### src/rtl/bic_transmit.sv
// Bit-serial character transmitter: start bit, LSB-first data, stop bit.
// Optional even-parity bit between data and stop when BIC_TX_PARITY_EN is defined.
module bic_transmit #(
   parameter int   DATA_W   = 8,
   parameter logic IDLE_LVL = 1'b1
) (
   input  logic              clk,
   input  logic              rst,
   input  logic              srClock,
   input  logic              transEn,
   input  logic              load,
   input  logic [DATA_W-1:0] charIn,
   output logic              txOut,
   output logic              busy,
   output logic              charSent
);

   localparam int CW = $clog2(DATA_W) + 1;

   typedef enum logic [2:0] {
      IDLE   = 3'd0,
      START  = 3'd1,
      DATA   = 3'd2,
      PARITY = 3'd3,
      STOP   = 3'd4
   } state_t;

   state_t            state, state_n;
   logic [CW-1:0]     cnt, cnt_n;
   logic [DATA_W-1:0] sh, sh_n;
   logic              tx_n, busy_n, sent_n;
`ifdef BIC_TX_PARITY_EN
   logic              par, par_n;
`endif

   always_ff @(posedge clk) begin
      if (!rst) begin
         state    <= IDLE;
         txOut    <= IDLE_LVL;
         busy     <= 1'b0;
         charSent <= 1'b0;
         cnt      <= '0;
         sh       <= '0;
`ifdef BIC_TX_PARITY_EN
         par      <= 1'b0;
`endif
      end else begin
         state    <= state_n;
         txOut    <= tx_n;
         busy     <= busy_n;
         charSent <= sent_n;
         cnt      <= cnt_n;
         sh       <= sh_n;
`ifdef BIC_TX_PARITY_EN
         par      <= par_n;
`endif
      end
   end

   always_comb begin
      state_n = state;
      tx_n    = txOut;
      busy_n  = busy;
      sent_n  = 1'b0;
      cnt_n   = cnt;
      sh_n    = sh;
`ifdef BIC_TX_PARITY_EN
      par_n   = par;
`endif
      // Disable wins over everything, including a pending load or strobe
      if (!transEn) begin
         state_n = IDLE;
         tx_n    = IDLE_LVL;
         busy_n  = 1'b0;
         cnt_n   = '0;
      end else begin
         case (state)
            IDLE: begin
               tx_n   = IDLE_LVL;
               busy_n = 1'b0;
               if (load) begin
                  state_n = START;
                  tx_n    = 1'b0;
                  busy_n  = 1'b1;
                  cnt_n   = '0;
                  sh_n    = charIn;
`ifdef BIC_TX_PARITY_EN
                  par_n   = 1'b0;
`endif
               end
            end
            START: begin
               if (srClock) begin
                  state_n = DATA;
                  tx_n    = sh[0];
               end
            end
            DATA: begin
               if (srClock) begin
                  sh_n = sh >> 1;
`ifdef BIC_TX_PARITY_EN
                  par_n = par ^ sh[0];
`endif
                  if (cnt == CW'(DATA_W - 1)) begin
                     cnt_n = '0;
`ifdef BIC_TX_PARITY_EN
                     state_n = PARITY;
                     tx_n    = par ^ sh[0];
`else
                     state_n = STOP;
                     tx_n    = IDLE_LVL;
`endif
                  end else begin
                     cnt_n = cnt + 1'b1;
                     tx_n  = sh_n[0];
                  end
               end
            end
`ifdef BIC_TX_PARITY_EN
            PARITY: begin
               if (srClock) begin
                  state_n = STOP;
                  tx_n    = IDLE_LVL;
               end
            end
`endif
            STOP: begin
               if (srClock) begin
                  state_n = IDLE;
                  tx_n    = IDLE_LVL;
                  busy_n  = 1'b0;
                  sent_n  = 1'b1;
               end
            end
            default: begin
               state_n = IDLE;
               tx_n    = IDLE_LVL;
               busy_n  = 1'b0;
               cnt_n   = '0;
            end
         endcase
      end
   end

endmodule
### config.mk
export PLATFORM = sky130hd
export DESIGN_NAME = bic_transmit
export DESIGN_NICKNAME = d
export VERILOG_FILES = /design/src/rtl/bic_transmit.sv
export SDC_FILE = /design/constraint.sdc
export NUM_CORES = 1
export LEC_CHECK = 0
export BUFFER_PORTS_ARGS = -buffer_cell sky130_fd_sc_hd__buf_2
export CAP_MARGIN = 20
export CORE_ASPECT_RATIO = 0.6
export CORE_MARGIN = 2
export CORE_UTILIZATION = 45
export DETAILED_ROUTE_END_ITERATION = 10
export PLACE_DENSITY = 0.78
export SLEW_MARGIN = 30
export SYNTH_ARGS = -nofsm -noshare
export SYNTH_HDL_FRONTEND = slang
export SYNTH_SLANG_ARGS = --single-unit
### constraint.sdc
create_clock -name clk -period 1.4 [get_ports clk]
set_input_delay 0.07 -clock clk [delete_from_list [all_inputs] [get_ports clk]]
set_output_delay 0.07 -clock clk [all_outputs]
set_load 0.005 [all_outputs]
==> results.ini <==
[run_status]
outcome = finished, final reports clean

[floorplan]
rows = 13
die_h_microns = 40.5
dieArea_sq_um = 2620
start_util_pct = 46.8
die_w_microns = 64.8
io-pin-count = 16
coreArea_sq_um = 2130

[timing]
tns_ns = 0
slew_headroom_pct = 67.6
fin_crit_sh_pct = 98.3
max_freq_mhz = 727
worst_pin_slew_ns = 0.486
layout_min_cycle_time_ns = 1.38
report.final.hold_viol_count = 0
setup_viol = 0
finalWorstSetupSlack_ns = 0.0237
finClkSkew_ns = 0.00649
rsz0062_at_grt = true
whs_ns = 0.104
slew_viol_final = 0

[global_routing]
first_global_vias = 786
grt_max_degree = 16
grt_pass1_wl_microns = 3820
antenna_found_initial = 0
grt_overflow_total = 0
track_usage_pct = 20.8

[logic_synthesis]
synth_area_sq_um = 997
ys_seq_elements = 18
synthArstFlopShare_pct = 0
ys_warn_count = 0
synthesis.nets = 120
syn_area_per_cell_sq_um = 9.41
seq_area_frac_synth_pct = 36.1
ys_types = 39
synth_edf_count = 0
synthCells = 106
synth_ff_type = dfxtp_1

[placement]
dpl.cell_count = 160
gp_congestion = 0.840
pre_cts_ws_ns = -0.0715
hpwl_microns = 1870
io_buffers = 15

[setup_path]
cp_slowest_cell = dfxtp_4
worstPathMaxFanout = 7
r2r_end = sh[3]
max_stage_delay_ns = 0.37
end_kind = register
r2r_start = state[2]
startpoint_type = register
cp_cell_sequence = nor3b_4 -> buf_12 -> mux2i_2 -> nand2_1 -> o211a_1
critical_path_class = register to register
r2r.worst_path.cells = 5
critical_path_required_ns = 1.55
r2r_slack_ns = 0.02
worstPathArrival_ns = 1.52

[clocking]
ctsHoldBuffers = 0
h-tree-depth = 1
clock-sinks = 18
clk_path_buf_depth = 2
cts_buffers = 3
cts_tree = done
clock_latency_ns = 0.26
clockRootBuffer = clkbuf_8
path_clk_slew_ns = 0.07

[routing]
detail-route-antenna-nets = 0
vias_per_cell = 5.57
drc = 0
wl_per_cell_microns = 16.1
num_vias = 925
first_iter_violations = 30
dr.pass1.iters = 4
routed_wl_microns = 2670

[cells_and_area]
mostFrequentLayoutCells = buf_4 (17), dfxtp_1 (15), buf_2 (15)
areaGrowthSynthToFinish_pct = 34.6
nNetsFinal = 151
drive_above_1_share_pct = 40.4
final_common_cell = buf_4
final_cells = 166
diodes = 0

[job]
max_cap_violations = 0

[power_and_ir_drop]
leakage_uw = 0.000593
ir_drop_mv = 0.565
powerDensity_nw_per_um2 = 845

[hold_path]
hold_path_class = input pin to register
holdPathEnd = sh[7]
holdPathStages = 3
worstHoldStart = charIn[7]

[synth_stat cells (2+ instances only)]
cell / number / share of area [%]
nor3_1: 2 / 1.0
dfxtp_1: 18 / 36
o211a_1: 8 / 8.0
nand2b_1: 3 / 1.9
mux2i_1: 9 / 9.0
o22ai_1: 2 / 1.3
a21oi_1: 2 / 1.0
buf_2: 3 / 1.5
nand3_1: 3 / 1.5
buf_4: 2 / 1.5
buf_6: 3 / 3.4
nor4b_1: 2 / 1.8
nor2_1: 6 / 2.3
nand2_1: 15 / 5.6
and2_1: 3 / 1.9
inv_1: 2 / 0.75
[stage by stage]
stage               util, %  power [uW]  cell area (sq um)
floorplan                 -         645                997
global placement       55.7         682               1190
detailed placement     55.7         689               1190
CTS                    59.8        1120               1270
global route           63.0        1170               1340
finish                 63.0        1130               1340
[cells by family after synthesis]
family / share of synthesized area (%)
AND/OR/NAND/NOR: 23.3
AO/OA/AOI/OAI: 21.5
flip-flops: 36.1
buffers and inverters: 7.15
multiplexers: 9.03
XOR/XNOR: 1.63
adder cells (fa/ha/maj): 1.25
[worst max-delay path, delay by kind of cell, from the launching register on]
family | cells | cell delay [ns]
flip-flops | 1 | 0.37
AND/OR/NAND/NOR | 2 | 0.34
multiplexers | 1 | 0.24
buffers and inverters | 1 | 0.17
AO/OA/AOI/OAI | 1 | 0.14
[cell type report]
cell class | count | area [sq um]
flip-flops and latches | 18 | 372
inverters | 2 | 7.51
clock buffers | 4 | 55.1
multi-input cells | 78 | 637
well taps | 30 | 37.5
repair buffers | 34 | 234
fillers | 180 | 788
[state kept, by name, indices dropped and copies added (netlist names)]
| signal | flops |
|---|---|
| cnt | 4 |
| state | 3 |
| txOut | 1 |
| sh | 8 |
| charSent | 1 |
| busy | 1 |
[power breakdown]
group          total (uW)  internal [uW]  switching, uW
clock                 436            250            185
sequential            546            528           17.5
combinational         153           76.3           76.9
[layer usage]
metal,global-route usage (%),routed length (microns),up-vias
met4,6.38,29,0
met1,26.0,1230,439
met3,5.90,116,4
met2,35.8,1280,31
li1,-,-,451
met5,0,0,-
[how the worst max path moves through the flow]
stage | slack [ns] | depth (start not counted) | start | to
CTS | 0.002 | 5 | cnt[0] | cnt[2]
floorplan | 0.1 | 6 | state[2] | sh[3]
global placement | -0.06 | 5 | state[1] | state[1]
detailed placement | -0.07 | 6 | cnt[0] | state[1]
finish | 0.02 | 5 | state[2] | sh[3]
global route | -0.04 | 5 | state[2] | sh[3]
[repair_timing]
action,CTS,global route
setup buffers,1,1
cloned,0,0
pin swaps,1,4
setup endpoints to repair,11,8
resized for setup,7,15
Note: power is estimated with default switching activity, not from simulation.
